**src/rtl/rr_reg_arbiter.sv**
```systemverilog
// Round-robin arbiter that shares one WIDTH-bit capture register between NREQ requesters.
// A winner owns the register until it drops its request or its HOLD-cycle budget runs out.
module rr_reg_arbiter #(
  parameter int NREQ  = 4,
  parameter int WIDTH = 8,
  parameter int HOLD  = 4,
  parameter int IDW   = 2
) (
  input  logic                  clk,
  input  logic                  rst,
  input  logic [NREQ-1:0]       req,
  input  logic [NREQ*WIDTH-1:0] d_bus,
  output logic [NREQ-1:0]       gnt,
  output logic [WIDTH-1:0]      q,
  output logic [IDW-1:0]        owner,
  output logic                  busy,
  output logic                  q_valid
);

  localparam int CNTW = (HOLD > 1) ? $clog2(HOLD) : 1;

  typedef enum logic {IDLE, BUSY} state_e;

  state_e            state_q;
  logic [NREQ-1:0]   gnt_q;
  logic [WIDTH-1:0]  q_q;
  logic [IDW-1:0]    owner_q;
  logic [IDW-1:0]    ptr_q;
  logic [CNTW-1:0]   cnt_q;
  logic              busy_q;
  logic              q_valid_q;

  logic              win_found;
  logic [IDW-1:0]    win_idx;
  logic [IDW-1:0]    cand;
  logic [WIDTH-1:0]  win_data;
  logic [WIDTH-1:0]  owner_data;
  logic              release_d;
  logic [IDW-1:0]    ptr_d;

  // Rotating search: the first set request at or after ptr wins.
  always_comb begin
    // NOTE: every combinational output gets a default before any branch, so no latch is inferred.
    win_found = 1'b0;
    win_idx   = '0;
    cand      = '0;
    for (int i = 0; i < NREQ; i++) begin
      cand = IDW'((int'(ptr_q) + i) % NREQ);
      if (!win_found && req[cand]) begin
        win_found = 1'b1;
        win_idx   = cand;
      end
    end
  end

  assign win_data   = d_bus[win_idx*WIDTH +: WIDTH];
  assign owner_data = d_bus[owner_q*WIDTH +: WIDTH];
  assign release_d  = !req[owner_q] || (cnt_q == CNTW'(HOLD - 1));
  assign ptr_d      = (owner_q == IDW'(NREQ - 1)) ? '0 : owner_q + IDW'(1);

  // NOTE: all state updates use non-blocking assignments so every register samples pre-edge values.
  always_ff @(posedge clk) begin
    if (rst) begin
      state_q   <= IDLE;
      gnt_q     <= '0;
      q_q       <= '0;
      owner_q   <= '0;
      ptr_q     <= '0;
      cnt_q     <= '0;
      busy_q    <= 1'b0;
      q_valid_q <= 1'b0;
    end else begin
      case (state_q)
        IDLE: begin
          if (win_found) begin
            gnt_q     <= NREQ'(1) << win_idx;
            owner_q   <= win_idx;
            q_q       <= win_data;
            q_valid_q <= 1'b1;
            cnt_q     <= '0;
            busy_q    <= 1'b1;
            state_q   <= BUSY;
          end
        end
        BUSY: begin
          // Releasing always passes through IDLE, so grants are never back-to-back.
          if (release_d) begin
            gnt_q   <= '0;
            busy_q  <= 1'b0;
            ptr_q   <= ptr_d;
            state_q <= IDLE;
          end else begin
            q_q   <= owner_data;
            cnt_q <= cnt_q + 1'b1;
          end
        end
        default: state_q <= IDLE;
      endcase
    end
  end

  assign gnt     = gnt_q;
  assign q       = q_q;
  assign owner   = owner_q;
  assign busy    = busy_q;
  assign q_valid = q_valid_q;

endmodule
```
**config.mk**
```make
export PLATFORM = sky130hd
export DESIGN_NAME = rr_reg_arbiter
export DESIGN_NICKNAME = d
export VERILOG_FILES = /design/src/rtl/rr_reg_arbiter.sv
export SDC_FILE = /design/constraint.sdc
export NUM_CORES = 1
export LEC_CHECK = 0
export BUFFER_PORTS_ARGS = -buffer_cell sky130_fd_sc_hd__buf_2
export CORE_MARGIN = 8
export CORE_UTILIZATION = 48
export CTS_CLUSTER_DIAMETER = 200
export DETAILED_ROUTE_END_ITERATION = 8
export PLACE_DENSITY = 0.86
export SKIP_LAST_GASP = 1
export SYNTH_ARGS = -nofsm -noshare
export SYNTH_HDL_FRONTEND = slang
export SYNTH_SLANG_ARGS = --single-unit
```
**constraint.sdc**
```tcl
create_clock -name clk -period 2.4 [get_ports clk]
set_input_delay 0.72 -clock clk [delete_from_list [all_inputs] [get_ports clk]]
set_output_delay 0.72 -clock clk [all_outputs]
set_load 0.005 [all_outputs]
```
==> summary.md <==
| Metric | Value |
|---|---|
| Die W | 68.9 µm |
| Clk root buf | clkbuf_4 |
| Global-route wire length before repair | 5.64 mm |
| Yosys Warn Count | 0 |
| Multi-input logic area | 805 µm² |
| Async set-reset flop share out of synthesis | 0 |
| Worst Max-Slew Pin Slew | 0.968 ns |
| Place WS | -0.281 ns |
| Top-Level Pins | 54 |
| Routed vias | 1373 |
| CP Data Required Time | 2.61 ns |
| Syn Nets | 202 |
| Number of synthesized flops with an enable pin | 0 |
| DIE HEIGHT | 68.9 µm |
| Setup crit end kind | flip-flop |
| M1 WL | 1.60 mm |
| Worst Path Arrival | 2.46 ns |
| Largest net degree at the start of global routing | 17 |
| Pwr dens | 526 nW/µm² |
| Total CTS buffers | 3 |
| Initial Util | 0.496 |
| Fin. max-slew vios | 0 |
| Number of routed nets with antenna violations | 0 |
| Post-Synthesis Cell Area | 1340 µm² |
| Leading area contributor after synthesis | dfxtp_1 |
| Area growth from synthesis to layout | 29.3% |
| Post-synth top cells | nand2_1 (34), dfxtp_1 (21), inv_1 (21) |
| Final TNS setup | 0 ns |
| Vias in the first global route | 1265 |
| Worst path bufs/invs | 2 |
| Cell Rows | 19 |
| Final WS setup | 0.146 ns |
| Detail-routed net length per standard cell | 14.7 µm |
| CTS tree | built |
| Crit-path cells | buf_2 -> nand2_1 -> buf_4 -> a221oi_1 -> o31ai_1 -> o221a_2 -> o31ai_2 |
| Share of layout cells above drive strength 1 | 0.429 |
| WS Path Type | input pin to flip-flop |
| DRT Pass-1 Iters | 4 |
| CTS Buffer Depth | 2 |
| Pwr Total | 914 µW |
| Main area contributors after synthesis | dfxtp_1 (31%), o221a_2 (10%), nand2_1 (9.5%) |
| Ant diodes | 0 |
| Hold Path Class | flip-flop to flip-flop |
| FF+latch area | 420 µm² |
| Number of setup buffers added after CTS | 0 |
| Filler Cell Count | 255 |
| Drt via density | 5.38 |
| HPWL after detailed placement | 3.02 mm |
| Initial antenna violation count | 0 |
| Final Util | 0.641 |
| CP top delay family | compound AO/OA/AOI/OAI gates |
| Unrepaired setup endpoints after global routing | no |
| Status | finished clean |
| Max layer used | met4 |
| Metal3 WL | 241 µm |
| FMAX | 0.444 GHz |
| Clk pin slew, worst setup/hold paths | 0.12 ns |
| Final setup fails | 0 |
| Initial detailed-routing violation count | 54 |
| Final Non-Filler Cells | 255 |
| Htree depth | 1 |
| CTS Hold Bufs | 0 |
| Total gr overflow | 0 |
| Synth Area per Inst | 8.29 µm² |
| Dpl cells | 251 |
| IO buf count | 53 |
| # nets final | 265 |
| FF+latch count, synth | 21 |
| Clock Latency Late Sink | 0.30 ns |
| Final wirelength | 3.74 mm |
| Sink Count | 21 |
| Most common cell in the synthesized netlist | nand2_1 |
| Critical-path maximum fanout | 8 |
| Fin crit share | 0.939 |
| Static leakage power | 0.000887 µW |
| Mapped Cells | 162 |
| Final Wtd Congestion | 0.921 |
| Max stage delay cell, worst path | o31ai_1 |
| Startpoint class of the critical path | input pin |
| Prevailing post-synth register cell | dfxtp_1 |
| Worst Clk Skew | 0.00242 ns |
| Delay of the slowest cell on the worst path | 0.84 ns |
| Count of final hold-check violations | 0 |
| DRC violations left | 0 |
| Die ar. | 4750 µm² |
| Core area | 2710 µm² |
| Slew margin rel. | 0.349 |
| Sequential area share after synthesis | 0.313 |
| Met2 WL | 1.86 mm |
| Post-synth top area share | 0.313 |
| Post-layout minimum cycle time | 2.25 ns |
| Max-Cap Viols | 0 |
| Gr usage total | 0.152 |
| VDD IR max | 0.411 mV |
| Netlist cell types | 35 |
[cell families (layout without fill, tap and decap cells)]
logic type               count (synthesis)  after routing  share of synthesized area
AO/OA/AOI/OAI                           40             40                      0.296
adder cells (fa/ha/maj)                  2              2                     0.0186
buffers and inverters                   28             90                     0.0950
flip-flops                              21             21                      0.313
multiplexers                             3              3                     0.0345
AND/OR/NAND/NOR                         68             68                      0.243
[power breakdown]
part | switching, µW | internal (µW)
sequential | 23.8 | 387
clock | 108 | 62.1
combinational | 168 | 165
[registers in the layout, indices dropped and copies added, names as in the netlist]
register,count
ptr_q,2
q,8
state_q,1
cnt_q,2
gnt,4
owner,2
busy,1
q_valid,1
[area by class of cell]
class	instances	share of cell area
clock buffer	3	0.0130
clock inverter	1	0.00288
inverter	21	0.0454
multi-input combinational	113	0.463
sequential	21	0.242
tap	31	0.0223
timing repair buffer	65	0.212
[repair_timing]
item                                    4_1_cts  5_1_grt
endpoints found under the hold margin         0        0
gates resized for setup                       0        1
endpoints found under the setup margin        0        8
[per-stage QoR]
step                      hold slack (ns)  area [µm²]
after floorplan                     0.447        1340
after global placement              0.440        1700
after detailed placement            0.445        1700
after CTS                           0.470        1730
after global routing                0.482        1740
final                               0.465        1740
[cells in the final DEF, fill, tap and decap left out]
cell,instances
o32a_1,1
nand3b_1,2
o31a_1,1
nor3_2,1
o221a_2,12
o31ai_1,1
or2_1,1
nand2b_1,3
nand2_1,34
o221a_1,4
clkinv_2,1
ha_1,2
nor2_1,15
nor2b_1,1
nor4_4,1
o31ai_2,8
nand3_1,2
nor2b_4,1
mux2i_1,2
o41a_4,1
a21oi_1,9
a221oi_1,1
nor3_1,3
inv_1,21
a21oi_2,1
and2_1,1
nand2_4,1
and3_1,1
mux4_1,1
buf_12,1
dfxtp_1,21
a22oi_1,1
or4_4,1
clkbuf_4,3
buf_2,53
buf_4,11
[tightest hold or removal path, cell delays in order, from the launching register on]
cell     delay [ns]
dfxtp_1        0.33
nand2_1        0.05
a21oi_1        0.05
[routing by layer]
metal	vias up	track usage
li1	698	-
met1	637	0.201
met2	34	0.242
met3	4	0.0339
met4	0	0.0451
met5	-	0
[final timing paths]
| check | from | endpoint | slack [ns] | cells past startpoint |
|---|---|---|---|---|
| worst max-delay path | req[0] | q[0] | 0.15 | 7 |
| worst min-delay path | gnt[2] | gnt[2] | 0.47 | 2 |
| worst max register to register | ptr_q[1] | q[0] | 0.27 | 6 |
| worst min register to register | gnt[2] | gnt[2] | 0.47 | 2 |
Note: power is estimated with default switching activity, not from simulation.
